File: src/rtl/dff_reg_arbiter.sv
// Round-robin arbiter and write sequencer for one shared register.
// N requesters contend; the winner's data is loaded and acknowledged.
module dff_reg_arbiter #(
  parameter int N     = 4,
  parameter int WIDTH = 8
) (
  input  logic               CLK,
  input  logic               RESET,
  input  logic [N-1:0]       REQ,
  input  logic [N*WIDTH-1:0] DATA,
  input  logic               CLR,
  output logic [N-1:0]       GNT,
  output logic [N-1:0]       ACK,
  output logic [WIDTH-1:0]   Q,
  output logic               VALID,
  output logic               BUSY,
  output logic [7:0]         WR_COUNT
);

  localparam int PW = (N > 1) ? $clog2(N) : 1;
  localparam int PX = PW + 1;

  localparam logic [1:0] S_IDLE = 2'd0;
  localparam logic [1:0] S_LOAD = 2'd1;
  localparam logic [1:0] S_DONE = 2'd2;

  localparam logic [N-1:0] ONE = N'(1);

  logic [1:0]    state;
  logic [PW-1:0] ptr;
  logic [PW-1:0] win;
  logic [PW-1:0] win_nx;
  logic [PW-1:0] pick;
  logic          hit;
  logic [PW:0]   idx;

  // Search ptr, ptr+1, ... wrapping at N; first set request wins.
  always_comb begin
    hit  = 1'b0;
    pick = '0;
    idx  = '0;
    for (int k = 0; k < N; k++) begin
      idx = {1'b0, ptr} + PX'(k);
      if (idx >= PX'(N))
        idx = idx - PX'(N);
      if (!hit && REQ[idx[PW-1:0]]) begin
        hit  = 1'b1;
        pick = idx[PW-1:0];
      end
    end
  end

  assign win_nx = (win == PW'(N - 1)) ? '0 : win + 1'b1;
  assign BUSY   = (state != S_IDLE);

  always_ff @(posedge CLK) begin
    if (RESET) begin
      state    <= S_IDLE;
      ptr      <= '0;
      win      <= '0;
      GNT      <= '0;
      ACK      <= '0;
      Q        <= '0;
      VALID    <= 1'b0;
      WR_COUNT <= '0;
    end else begin
      case (state)
        S_IDLE: begin
          if (CLR) begin
            Q     <= '0;
            VALID <= 1'b0;
          end else if (hit) begin
            GNT   <= ONE << pick;
            win   <= pick;
            state <= S_LOAD;
          end
        end
        S_LOAD: begin
          GNT <= '0;
          if (REQ[win]) begin
            Q        <= DATA[int'(win)*WIDTH +: WIDTH];
            VALID    <= 1'b1;
            ACK      <= GNT;
            ptr      <= win_nx;
            WR_COUNT <= WR_COUNT + 8'd1;
            state    <= S_DONE;
          end else begin
            state <= S_IDLE;
          end
        end
        S_DONE: begin
          ACK   <= '0;
          state <= S_IDLE;
        end
        default: begin
          GNT   <= '0;
          ACK   <= '0;
          state <= S_IDLE;
        end
      endcase
    end
  end

endmodule

File: config.mk
export PLATFORM = sky130hd
export DESIGN_NAME = dff_reg_arbiter
export DESIGN_NICKNAME = d
export VERILOG_FILES = /design/src/rtl/dff_reg_arbiter.sv
export SDC_FILE = /design/constraint.sdc
export NUM_CORES = 1
export LEC_CHECK = 0
export CAP_MARGIN = 5
export CORE_UTILIZATION = 25
export CTS_BUF_LIST = sky130_fd_sc_hd__clkbuf_4
export DETAILED_ROUTE_END_ITERATION = 8
export PLACE_DENSITY = 0.51
export REMOVE_ABC_BUFFERS = 1
export SLEW_MARGIN = 20
export SYNTH_ARGS = -nofsm -noshare
export SYNTH_HDL_FRONTEND = slang
export SYNTH_SLANG_ARGS = --single-unit
File: constraint.sdc
create_clock -name CLK -period 3.6 [get_ports CLK]
set_input_delay 1.08 -clock CLK [delete_from_list [all_inputs] [get_ports CLK]]
set_output_delay 1.08 -clock CLK [all_outputs]
set_load 0.02 [all_outputs]
==> out/results.tsv, run 1 <==
metric	value	unit
hold_violations	0	
power_switching_share	0.255	
fin_crit_sh	0.804	
wl_per_cell	14.3	um
yosys-top-cells-area	dfxtp_1 (38%), mux4_2 (11%), a32o_1 (7.4%), mux2i_1 (5.5%), nor2_1 (3.9%)	
synth.most_common_cell	dfxtp_1	
dpl.hpwl	3150	um
h-tree-depth	2	
drv_cap	0	
fin_skew	0.00737	ns
cts_buffer_depth	2	
p_seq_frac	0.468	
dr.pass1.iters	4	
cts_sinks	31	
required	2.52	ns
grt_overflow	0	
core	6310	sq um
tns	0	ns
seqCellArea	621	sq um
ys_top_cells_by_count	dfxtp_1 (31), nor2_1 (17), a32o_1 (12)	
internal_power	0.583	mW
synth_cells	150	
place_area	2330	sq um
met1_usage	0.166	
p_leak	0.848	nW
port_buffers	64	
cts_tree	built	
use_met2	0.203	
path_cells	nor2_1, inv_1, clkdlybuf4s50_1	
cts_resized	0	
io_pins	65	
die_h	82.8	um
synth_area	1630	sq um
yosysSeqAreaShare	0.380	
grt_max_degree	15	
worstSetupPathType	reg2out	
multiInputGateArea	917	sq um
ant_nets	0	
rsz0062_at_grt	false	
crit_path_max_fanout	10	
grt_antenna_before_repair	0	
grt_use_total	0.129	
drive_gt1_frac	0.146	
ys_types	43	
status	completed	
num_vias	1424	
end_kind	output pin	
synth_edf_count	0	
worst_slew_pin_slew	0.757	ns
clock_latency	0.33	ns
ys_warn_count	0	
grt_pass1_wl	6470	um
hold_buffers	0	
die_w	82.8	um
fp-row-count	29	
use_met3	0.0383	
place_congestion	0.773	
synth.avg_cell_area	10.9	sq um
grt_busiest_layer	met2	
power_frac_comb	0.191	
hold_start	Q[2]	
ir_drop	0.121	mV
drtIter0Drc	36	
num_antenna_cells	0	
clk_pin_slew	0.10	ns
slowest_delay	0.63	ns
synth_flop_cell	dfxtp_1	
startpoint	state[1]	
post-synth-top-area-cell	dfxtp_1	
root_buffer	clkbuf_4	
totalWireLength	4230	um
worstSetupStartpointType	flip-flop	
ys_async_sr_fraction	0	
layout.nets	259	
r2r_start	win[0]	
cp.arrival	1.82	ns
ys_ff_latch	31	
slew_headroom	0.495	
nFillCells	654	
drc	0	
dieArea	6850	sq um
syn2layout_area_growth	47.5	%
fin_crit	2.90	ns
p_clk_frac	0.341	
netlist.area_leader.share	0.380	
p_sw	0.199	mW
setup_viol	0	
hold_path_class	reg2reg	
finalInstanceArea	2410	sq um
start_util	0.258	
post-cts-setup-buffer-count	0	
report.final.slew_viol_count	0	
fmax	0.345	GHz
vias_per_cell	4.81	
power_density	325	nW/um^2
cts_buffers	5	
slowest_stage	dfxtp_1	
grt_pass1_vias	1301	
## stage by stage
stage | std cells | hold WS (ns) | power [mW] | utilization | setup WS [ns]
6_report | 296 | 0.471 | 0.782 | 0.381 | 0.704
5_1_grt | 296 | 0.487 | 0.824 | 0.381 | 0.603
2_1_floorplan | 142 | 0.484 | 0.441 | - | 1.16
4_1_cts | 296 | 0.478 | 0.799 | 0.381 | 0.676
3_3_place_gp | 288 | 0.445 | 0.525 | 0.369 | 0.551
3_5_place_dp | 288 | 0.453 | 0.525 | 0.369 | 0.526
## layer usage
metal  up-vias  routed length (um)
met5         -                   0
met2        52                1770
li1        710                   -
met4         0                  57
met3         7                 395
met1       655                2010
## critical path: cells and delay by family (launching register included)
family                 cells  cell delay [ns]
buffers and inverters      2             0.74
AND/OR/NAND/NOR            1             0.11
flip-flops                 1             0.63
## power groups by stage
stage | logic [mW] | registers [mW] | clock network, mW
after floorplan | 0.0607 | 0.380 | 0
after global placement | 0.150 | 0.374 | 0
after detailed placement | 0.151 | 0.374 | 0
after CTS | 0.151 | 0.366 | 0.282
after global routing | 0.163 | 0.368 | 0.293
final | 0.149 | 0.366 | 0.266
## layout by cell type (no fill, tap or decap), types with 3 or more instances in the layout
master           synthesis  layout
nand2b_1                 5       5
nor3_1                   7       7
nor2b_1                  3       3
nor2_1                  17      17
inv_1                    5       5
nand2_1                  5       5
mux4_2                   8       8
clkdlybuf4s50_1          0      64
dfxtp_1                 31      31
mux2i_1                  9       9
buf_4                    0       5
clkbuf_4                 0       5
a21oi_1                  7       7
a32o_1                  12      12
## final cells by class
cell class	count	area share
multi-input combinational	106	0.381
timing repair buffer	69	0.282
sequential	31	0.258
tap	77	0.0400
clock inverter	3	0.0161
clock buffer	5	0.0156
inverter	5	0.00780
## sequential cells by signal, summed over array words and instances, names as in the netlist
name and count:
VALID 1, Q 8, GNT 4, ptr 2, win 2, ACK 4
WR_COUNT 8, state 2
## kinds of logic (layout without fill, tap and decap cells)
kind of cell,count (synthesis),count (layout),share of synthesized area
buffers and inverters,13,82,0.0575
flip-flops,31,31,0.380
AND/OR/NAND/NOR,51,51,0.167
AO/OA/AOI/OAI,30,30,0.165
XOR/XNOR,1,1,0.00537
multiplexers,22,22,0.209
adder cells (fa/ha/maj),2,2,0.0153
## path summary, 6_finish.rpt
| kind | endpoint | slack, ns | cells past startpoint |
|---|---|---|---|
| worst max-delay path | BUSY | 0.70 | 3 |
| worst min-delay path | Q[2] | 0.47 | 1 |
| worst max register to register | WR_COUNT[3] | 1.48 | 5 |
| worst min register to register | Q[2] | 0.47 | 1 |
No activity file was read; power rests on OpenSTA's default activity.
==> run 2, diff against run 1 <==
--- a/config.mk
+++ b/config.mk
@@ -9,7 +9,7 @@
 export CORE_UTILIZATION = 25
 export CTS_BUF_LIST = sky130_fd_sc_hd__clkbuf_4
 export DETAILED_ROUTE_END_ITERATION = 8
-export PLACE_DENSITY = 0.51
+export PLACE_DENSITY = 0.53
 export REMOVE_ABC_BUFFERS = 1
 export SLEW_MARGIN = 20
 export SYNTH_ARGS = -nofsm -noshare
==> constraint.sdc (replaced) <==
create_clock -name CLK -period 2.6 [get_ports CLK]
set_input_delay 0.78 -clock CLK [delete_from_list [all_inputs] [get_ports CLK]]
set_output_delay 0.78 -clock CLK [all_outputs]
set_load 0.02 [all_outputs]
==> run 2 against run 1 <==
  * The run now ends with DRC left
  * Clock skew decreased by 0.0019 ns
  * Highest routed layer unchanged
  * Critical endpoint unchanged
  * Largest cell class unchanged
  * Utilization rose by 1.2 points
  * Non-clock buffer count rose by 11
  * Total power is 30% higher
  * Global-route usage is 0.26 points lower
==> out/results.tsv, run 2 (same netlist as run 1, synthesis figures left out) <==
metric	value	unit	change
ir_drop	0.178	mV	was 0.121 mV
num_vias	1493		was 1,424
p_leak	0.902	nW	was 0.848 nW
grt_use_total	0.126		was 0.129
io_pins	65		unchanged
cts_resized	0		unchanged
grt_pass1_wl	6440	um	was 6470 um
fin_crit_sh	0.900		
post-cts-setup-buffer-count	0		unchanged
fmax	0.427	GHz	
grt_antenna_before_repair	0		unchanged
worstSetupPathType	reg2out		unchanged
slew_headroom	0.628		was 0.495
layout.nets	270		was 259
dieArea	6850	sq um	unchanged
dr.pass1.iters	6		was 4
hold_violations	0		unchanged
h-tree-depth	2		unchanged
dpl.hpwl	3260	um	was 3150 um
cts_sinks	31		unchanged
die_w	82.8	um	unchanged
die_h	82.8	um	unchanged
drive_gt1_frac	0.191		was 0.146
drtIter0Drc	33		was 36
cts_buffers	5		unchanged
place_congestion	0.780		was 0.773
totalWireLength	4210	um	was 4230 um
setup_ws	0.260	ns	was 0.704 ns
largest_registers	Q x8, WR_COUNT x8		unchanged
status	finished with violations		was completed
worstSetupStartpointType	flip-flop		unchanged
report.final.slew_viol_count	0		unchanged
worst_slew_pin_slew	0.554	ns	was 0.757 ns
hold_buffers	0		unchanged
hold_ws	0.471	ns	about the same
final_cells	307		was 296
final_cell_mix	clkdlybuf4s50_1 (64), dfxtp_1 (31), nor2_1 (17), buf_4 (15), a32o_1 (12)		was clkdlybuf4s50_1 (64), dfxtp_1 (31), nor2_1 (17), a32o_1 (12), mux2i_1 (9)
tns	0	ns	unchanged
p_total	1.01	mW	was 0.782 mW
fp-row-count	29		unchanged
grt_max_degree	15		unchanged
layout_commonest_cell	clkdlybuf4s50_1		unchanged
root_buffer	clkbuf_4		unchanged
hold_path_class	reg2reg		unchanged
clock_latency	0.32	ns	was 0.33 ns
vias_per_cell	4.86		was 4.81
grt_overflow	0		unchanged
port_buffers	64		unchanged
cts_tree	built		unchanged
clk_pin_slew	0.10	ns	about the same
fin_crit	2.34	ns	
finalInstanceArea	2480	sq um	was 2410 sq um
end_kind	output pin		unchanged
ant_nets	0		unchanged
rsz0062_at_grt	false		unchanged
crit_path_max_fanout	6		was 10
core	6310	sq um	unchanged
dp_slack	0.0784	ns	was 0.526 ns
required	1.82	ns	was 2.52 ns
grt_pass1_vias	1336		was 1,301
nFillCells	647		was 654
cp.arrival	1.56	ns	was 1.82 ns
num_antenna_cells	0		unchanged
wl_per_cell	13.7	um	was 14.3 um
syn2layout_area_growth	52.2	%	was 47.5%
postLayoutCoreUtil	0.393		was 0.381
power_density	408	nW/um^2	was 325 nW/um^2
dp.cells	299		was 288
drv_cap	0		unchanged
place_area	2430	sq um	was 2330 sq um
start_util	0.258		unchanged
fin_skew	0.00542	ns	was 0.00737 ns
violations	DRC		
drc	2		was 0
setup_viol	0		unchanged
cts_buffer_depth	2		unchanged
==> run 2: cell count changes in the layout (fill, tap and decap cells not counted) <==
cell | before | now
bufinv_16 | 1 | 0
clkbuf_4 | 5 | 7
buf_4 | 5 | 15
clkinv_1 | 1 | 0
buf_12 | 0 | 1
==> run 2: report_power, final <==
part | switching [mW] | internal, mW
sequential | 0.0127 | 0.488
clock | 0.160 | 0.126
combinational | 0.0941 | 0.133
==> run 2: path summary, 6_finish.rpt <==
check            from    to  slack [ns]  cells past startpoint
min              Q[7]  Q[7]        0.47                      1
max reg2reg    win[1]  Q[1]        0.75                      5
min reg2reg      Q[7]  Q[7]        0.47                      1
max          state[0]  BUSY        0.26                      3
==> run 2: layout make-up <==
cell class,count,area (sq um),area share
multi-input combinational,106,917,0.369
sequential,31,621,0.250
clock inverter,1,5.00,0.00202
clock buffer,7,52.6,0.0212
inverter,5,18.8,0.00756
timing repair buffer,80,773,0.311
tap,77,96.3,0.0388
==> run 2: per-layer routing <==
metal	global-route usage	wire, um	up-vias
li1	-	-	731
met1	0.168	1980	697
met2	0.194	1740	59
met3	0.0404	451	6
met4	0.0362	40	0
met5	0	0	-
==> run 2: worst max-delay path, cell delays in order, from the launching register on <==
cell and delay [ns]:
dfxtp_1 0.42, nor2_1 0.09, inv_1 0.12, clkdlybuf4s50_1 0.62
